## src/rtl/lsu_pkg.sv

```systemverilog
// Shared types and default sizes for the load/store controller.
package lsu_pkg;

  localparam int LSU_AWIDTH  = 32;
  localparam int LSU_ALENGTH = 128;

  // Access size encoding as presented on req_size.
  typedef enum logic [1:0] {
    SZ_BYTE = 2'b00,
    SZ_HALF = 2'b01,
    SZ_WORD = 2'b10,
    SZ_RSVD = 2'b11
  } size_e;

  // Controller sequencing states.
  typedef enum logic [1:0] {
    IDLE  = 2'b00,
    READ  = 2'b01,
    WRITE = 2'b10,
    RESP  = 2'b11
  } state_e;

endpackage

```

## src/rtl/lsu_lane.sv

```systemverilog
// Lane helper for the load/store controller: little-endian lane extraction
// with sign/zero extension for loads, and byte-enable merge for stores.
// Purely combinational; the word is four byte lanes wide.
module lsu_lane
  import lsu_pkg::*;
#(
  parameter int AWIDTH = LSU_AWIDTH
) (
  input  logic [AWIDTH-1:0] i_rd_word,
  input  logic [AWIDTH-1:0] i_old_word,
  input  logic [AWIDTH-1:0] i_wdata,
  input  size_e             i_size,
  input  logic [1:0]        i_lane,
  input  logic              i_signed,
  output logic [AWIDTH-1:0] o_load,
  output logic [AWIDTH-1:0] o_merge
);

  logic [7:0]        w_byte;
  logic [15:0]       w_half;
  logic [3:0]        w_be;
  logic [AWIDTH-1:0] w_src;

  assign w_byte = i_rd_word[{i_lane, 3'b000} +: 8];
  assign w_half = i_rd_word[{i_lane[1], 4'b0000} +: 16];

  // Load result: pick the addressed lane and extend it to a full word.
  always_comb begin
    o_load = i_rd_word;
    case (i_size)
      SZ_BYTE: o_load = {{(AWIDTH-8){i_signed & w_byte[7]}}, w_byte};
      SZ_HALF: o_load = {{(AWIDTH-16){i_signed & w_half[15]}}, w_half};
      default: o_load = i_rd_word;
    endcase
  end

  // Store merge: replicate the store data across lanes and enable only the addressed ones.
  always_comb begin
    w_be  = 4'b0000;
    w_src = i_wdata;
    case (i_size)
      SZ_BYTE: begin
        w_be  = 4'b0001 << i_lane;
        w_src = {4{i_wdata[7:0]}};
      end
      SZ_HALF: begin
        w_be  = i_lane[1] ? 4'b1100 : 4'b0011;
        w_src = {2{i_wdata[15:0]}};
      end
      SZ_WORD: begin
        w_be  = 4'b1111;
        w_src = i_wdata;
      end
      default: begin
        w_be  = 4'b0000;
        w_src = i_wdata;
      end
    endcase
  end

  genvar gi;
  generate
    for (gi = 0; gi < 4; gi++) begin : g_merge
      assign o_merge[gi*8 +: 8] = w_be[gi] ? w_src[gi*8 +: 8] : i_old_word[gi*8 +: 8];
    end
  endgenerate

endmodule

```

## src/rtl/lsu_ctrl.sv

```systemverilog
// Load/store controller: one request at a time from execute, word-indexed
// data memory access with read-modify-write for sub-word stores, and a
// held response to writeback.
// Optional build macro LSU_MISALIGN_TRAP_EN: when defined, misaligned
// halfword/word accesses are rejected; otherwise they are silently aligned.
module lsu_ctrl
  import lsu_pkg::*;
#(
  parameter int AWIDTH  = LSU_AWIDTH,
  parameter int ALENGTH = LSU_ALENGTH
) (
  input  logic              clk,
  input  logic              rst,
  input  logic              req_valid,
  output logic              req_ready,
  input  logic              req_we,
  input  logic [1:0]        req_size,
  input  logic              req_signed,
  input  logic [AWIDTH-1:0] req_addr,
  input  logic [AWIDTH-1:0] req_wdata,
  output logic              resp_valid,
  input  logic              resp_ready,
  output logic [AWIDTH-1:0] resp_rdata,
  output logic              resp_err,
  output logic              mem_we,
  output logic [AWIDTH-1:0] mem_addr,
  output logic [AWIDTH-1:0] mem_wdata,
  input  logic [AWIDTH-1:0] mem_rdata
);

  localparam logic [AWIDTH-1:0] LIMIT = AWIDTH'(ALENGTH);

  state_e            r_state;
  state_e            w_state_next;
  logic              r_we;
  size_e             r_size;
  logic              r_signed;
  logic [AWIDTH-1:0] r_addr;
  logic [AWIDTH-1:0] r_wdata;
  logic [AWIDTH-1:0] r_old;
  logic [AWIDTH-1:0] r_rdata;
  logic              r_err;

  logic              w_accept;
  size_e             w_size;
  logic [AWIDTH-1:0] w_index;
  logic [AWIDTH-1:0] w_addr_adj;
  logic              w_misalign;
  logic              w_req_err;
  logic [AWIDTH-1:0] w_load;
  logic [AWIDTH-1:0] w_merge;

  assign w_accept = req_valid && (r_state == IDLE) && !rst;
  assign w_size   = size_e'(req_size);
  assign w_index  = {2'b00, req_addr[AWIDTH-1:2]};

`ifdef LSU_MISALIGN_TRAP_EN
  assign w_misalign = ((w_size == SZ_HALF) && req_addr[0]) ||
                      ((w_size == SZ_WORD) && (req_addr[1:0] != 2'b00));
  assign w_addr_adj = req_addr;
`else
  assign w_misalign = 1'b0;
  // Drop the offending low address bits so the access proceeds aligned.
  always_comb begin
    w_addr_adj = req_addr;
    if (w_size == SZ_HALF) begin
      w_addr_adj[0] = 1'b0;
    end else if (w_size == SZ_WORD) begin
      w_addr_adj[1:0] = 2'b00;
    end
  end
`endif

  // Word 0 is hardwired zero, so stores there are rejected like out-of-range accesses.
  assign w_req_err = (w_index >= LIMIT) || (w_size == SZ_RSVD) ||
                     (req_we && (w_index == '0)) || w_misalign;

  lsu_lane #(
    .AWIDTH(AWIDTH)
  ) u_lane (
    .i_rd_word (mem_rdata),
    .i_old_word(r_old),
    .i_wdata   (r_wdata),
    .i_size    (r_size),
    .i_lane    (r_addr[1:0]),
    .i_signed  (r_signed),
    .o_load    (w_load),
    .o_merge   (w_merge)
  );

  // State register.
  always_ff @(posedge clk) begin
    if (rst) begin
      r_state <= IDLE;
    end else begin
      r_state <= w_state_next;
    end
  end

  // Request capture on acceptance, and memory word capture in READ.
  always_ff @(posedge clk) begin
    if (rst) begin
      r_we     <= 1'b0;
      r_size   <= SZ_BYTE;
      r_signed <= 1'b0;
      r_addr   <= '0;
      r_wdata  <= '0;
      r_old    <= '0;
      r_rdata  <= '0;
      r_err    <= 1'b0;
    end else if (w_accept) begin
      r_we     <= req_we;
      r_size   <= w_size;
      r_signed <= req_signed;
      r_addr   <= w_addr_adj;
      r_wdata  <= req_wdata;
      r_old    <= '0;
      r_rdata  <= '0;
      r_err    <= w_req_err;
    end else if (r_state == READ) begin
      if (r_we) begin
        r_old <= mem_rdata;
      end else begin
        r_rdata <= w_load;
      end
    end
  end

  // Next-state and output decode; reset masks every output so nothing leaks mid-abort.
  always_comb begin
    w_state_next = r_state;
    req_ready    = 1'b0;
    resp_valid   = 1'b0;
    resp_rdata   = '0;
    resp_err     = 1'b0;
    mem_we       = 1'b0;
    mem_addr     = '0;
    mem_wdata    = '0;
    case (r_state)
      IDLE: begin
        req_ready = 1'b1;
        if (w_accept) begin
          if (w_req_err) begin
            w_state_next = RESP;
          end else if (req_we && (w_size == SZ_WORD)) begin
            w_state_next = WRITE;
          end else begin
            w_state_next = READ;
          end
        end
      end
      READ: begin
        mem_addr     = {2'b00, r_addr[AWIDTH-1:2]};
        w_state_next = r_we ? WRITE : RESP;
      end
      WRITE: begin
        mem_addr     = {2'b00, r_addr[AWIDTH-1:2]};
        mem_we       = 1'b1;
        mem_wdata    = w_merge;
        w_state_next = RESP;
      end
      RESP: begin
        resp_valid = 1'b1;
        resp_rdata = r_rdata;
        resp_err   = r_err;
        if (resp_ready) begin
          w_state_next = IDLE;
        end
      end
      default: w_state_next = IDLE;
    endcase
    if (rst) begin
      req_ready  = 1'b0;
      resp_valid = 1'b0;
      resp_rdata = '0;
      resp_err   = 1'b0;
      mem_we     = 1'b0;
      mem_addr   = '0;
      mem_wdata  = '0;
    end
  end

endmodule

```

## config.mk

```make
export PLATFORM = sky130hd
export DESIGN_NAME = lsu_ctrl
export DESIGN_NICKNAME = d
export VERILOG_FILES = /design/src/rtl/lsu_pkg.sv /design/src/rtl/lsu_lane.sv /design/src/rtl/lsu_ctrl.sv
export SDC_FILE = /design/constraint.sdc
export NUM_CORES = 1
export LEC_CHECK = 0
export ABC_AREA = 1
export CAP_MARGIN = 15
export CORE_ASPECT_RATIO = 1.25
export CORE_UTILIZATION = 30
export CTS_BUF_LIST = sky130_fd_sc_hd__clkbuf_8
export CTS_CLUSTER_SIZE = 24
export DETAILED_ROUTE_END_ITERATION = 6
export GPL_ROUTABILITY_DRIVEN = 0
export GPL_TIMING_DRIVEN = 0
export PLACE_DENSITY = 0.53
export SLEW_MARGIN = 20
export SYNTH_ARGS = -nofsm -noshare
export SYNTH_HDL_FRONTEND = slang
export SYNTH_HIERARCHICAL = 1
export SYNTH_SLANG_ARGS = --single-unit
```

## constraint.sdc

```tcl
create_clock -name clk -period 2.4 [get_ports clk]
set_input_delay 0.36 -clock clk [delete_from_list [all_inputs] [get_ports clk]]
set_output_delay 0.36 -clock clk [all_outputs]
set_load 0.01 [all_outputs]
```

==> flow_summary_export.csv <==
group,metric,value,unit
logic_synthesis,synth.distinct_cells,29,
worst_setup_path,cp_common_cell,"buf_6",
clock_network,clk_pin_slew,90,ps
routing,drt.antenna.violating_nets,0,
logic_synthesis,synth.largest_area_cell,"dfxtp_1",
power,vdd_ir_drop_max,0.369,mV
logic_synthesis,synthTopCellsByCount,"545 x nand2_1, 135 x dfxtp_1, 88 x nand3_1",
clock_network,clockBufferDepth,2,
routing,vias,8407,
die,rows,64,
min_path,worstHoldPathCells,3,
routing,wl_per_cell,15.4,um
place,placed_cell_area,9840,um^2
timing,slew_viol_final,0,
worst_setup_path,r2r_cells,7,
routing,drt-total-wl,27900,um
power,netSwitchingFraction,0.406,
clock_network,cts-hold-fix-buffers,0,
power,power.sequential.fraction,0.340,
cells_and_area,antenna_cells,0,
power,p_leak,0.00493,uW
grt,antenna_found_initial,0,
worst_setup_path,required,2040,ps
clock_network,cts_tree,"done",
run_status,violations,"setup timing",
die,fp.dieArea,25400,um^2
logic_synthesis,syn-cell-area,7430,um^2
timing,setup_slack,-22.4,ps
logic_synthesis,synth_top_area_frac,0.364,
grt,gr-total-overflow,0,
clock_network,insertion_delay,450,ps
clock_network,clkSinkCount,135,
logic_synthesis,synth_edf_count,0,
routing,drc,0,
worst_setup_path,arrival,2060,ps
grt,busiest_layer,"met2",
logic_synthesis,synth_area_per_cell,6.11,um^2
min_path,hold_path_class,"in -> reg",
die,initial_utilization,0.304,
power,power_frac_comb,0.414,
grt,grt_util_met3,0.0345,
die,io_pins,204,
min_path,hold_start,"req_wdata[23]",
logic_synthesis,netlist_instances,1216,
timing,rsz0062_at_grt,"yes",
cells_and_area,drive_gt1_frac,0.158,
cells_and_area,final_util,0.438,
logic_synthesis,synth_ff_type,"dfxtp_1",
grt,track_usage,0.218,
worst_setup_path,timing.rr.start,"r_state[0]",
cells_and_area,design_area,10700,um^2
routing,drtPass1Iterations,5,
timing,setup_violations,2,
worst_setup_path,crit_path_start_kind,"flip-flop",
worst_setup_path,critPathMaxStageDelay,370,ps
worst_setup_path,cpMaxStageDelayCell,"dfxtp_4",
routing,viasPerCell,4.65,
worst_setup_path,crit_start,"r_size[0]",
cells_and_area,syn_to_final_growth,44.0,%
logic_synthesis,ys_seq_elements,135,
worst_setup_path,crit_path_end_kind,"output pin",
timing,fin_skew,11.9,ps
logic_synthesis,synth-async-reset-ratio,0,
power,switchingPower,3300,uW
timing,tightest_slew,779,ps
routing,drt_iter0_markers,505,
timing,layout_min_cycle_time,2420,ps
run_status,status,"complete, but fails checks",
timing,max_slew_margin,0.481,
clock_network,h-tree-depth,4,
grt,grt_max_degree,17,
die,die_h,178,um
power,power_density,759,nW/um^2
grt,grtUsageMet1,0.266,
timing,hold_viol,0,
die,die_w,143,um
timing,fin_crit_sh,1.01,
timing,holdWs,441,ps
timing,fmax,0.413,GHz
grt,grt_pass1_wl,42100,um
clock_network,cts_root_buffer,"clkbuf_8",
cells_and_area,nets,1575,
grt,grtUsageMet2,0.381,
worst_setup_path,path_cells,"buf_6 > nor2_4 > buf_6 > buf_6 > nand3_4 > nand2_8 > buf_6 > nand2_2 > nand2_1 > nand2_1 > nor2_1 > buf_2",
run,drv_cap,0,
power,clockPowerShare,0.246,
logic_synthesis,yosysMostFrequentCell,"nand2_1",
place,dp_hpwl,21600,um
clock_network,numCtsBuffers,17,
worst_setup_path,setup.worst_path.class,"reg -> out",
worst_setup_path,path_max_fanout,8,
die,core,24400,um^2
logic_synthesis,synthTopCellsByArea,"dfxtp_1 36%, nand2_1 28%, nand3_1 5.9%",
power,p_int,4820,uW
place,numPortBuffers,200,
grt,grt_pass1_vias,7990,
logic_synthesis,ys_warn_count,6,
logic_synthesis,yosysSeqAreaShare,0.364,
## logic make-up after synthesis
group	Yosys count	share of synthesized area
simple gates	771	0.428
other cells	1	0.000505
flops	135	0.364
compound gates	147	0.101
buf+inv	157	0.0982
fa+ha+maj	5	0.00842
## per-layer routing
layer / vias up / routed length [um]
met5: - / 0
met4: 0 / 659
met3: 40 / 1400
met2: 253 / 13500
met1: 3791 / 12300
li1: 4323 / -
## power by group through the flow
stage / Clock [uW] / Sequential, uW / Combinational (uW)
3_5_place_dp: 0 / 2790 / 2830
3_3_place_gp: 0 / 2780 / 2820
6_report: 2000 / 2760 / 3360
5_1_grt: 2140 / 2790 / 3700
2_1_floorplan: 0 / 2710 / 1860
4_1_cts: 2040 / 2750 / 3110
## per-stage QoR
step	total power, uW	instances	TNS, ps	setup WS (ps)
4_1_cts	7900	1800	-169	-55.7
5_1_grt	8630	1809	-1130	-105
6_report	8120	1809	-31.1	-22.4
3_5_place_dp	5610	1747	-4270	-157
2_1_floorplan	4580	1217	0	723
3_3_place_gp	5600	1747	-4690	-164
## critical path, delay by kind of cell, from the launching register on
family / cells / cell delay (ps)
and+or+nand+nor: 7 / 620
DFF: 1 / 370
buffers and inverters: 5 / 620
## repair_timing
| item | 4_1_cts | 5_1_grt |
|---|---|---|
| pin swaps | 13 | 21 |
| hold endpoints to repair | 0 | 0 |
| cloned | 1 | 1 |
| resized for setup | 196 | 112 |
| buffers inserted | 22 | 8 |
| setup endpoints to repair | 97 | 90 |
## area by class of cell
type / count / area [um^2]
clock buffers: 18 / 248
inverters: 73 / 279
clock inverters: 14 / 163
multi-input cells: 926 / 4230
plain buffers: 82 / 522
well taps: 330 / 413
fillers: 2642 / 13700
repair buffers: 231 / 2130
flip-flops and latches: 135 / 2710
## cells in the final DEF, fill, tap and decap left out, types with 25 or more instances in the layout
cell type        Yosys  routed
o21ai_0             51      45
nand2_2              7      26
dfxtp_1            135     130
o21ai_1             19      25
clkdlybuf4s50_1      0     123
nand3_1             88      81
a21oi_1             72      69
buf_4                9      37
clkbuf_1            38      25
nor3_1              33      26
nor2_1              83      74
inv_1               67      65
nand2_1            545     523
buf_2               23      40
## path summary, 6_finish.rpt
kind	endpoint	slack (ps)
worst max register to register	r_old[7]	450
worst min register to register	r_addr[27]	470
worst min-delay path	r_wdata[23]	440
worst max-delay path	mem_wdata[5]	-20
## state kept, by name (all words and copies together) (netlist names)
register  flops
r_signed      1
r_size        2
r_state       2
r_err         1
r_old        32
r_addr       32
r_wdata      32
r_rdata      32
r_we          1
No activity file was read; power rests on OpenSTA's default activity.
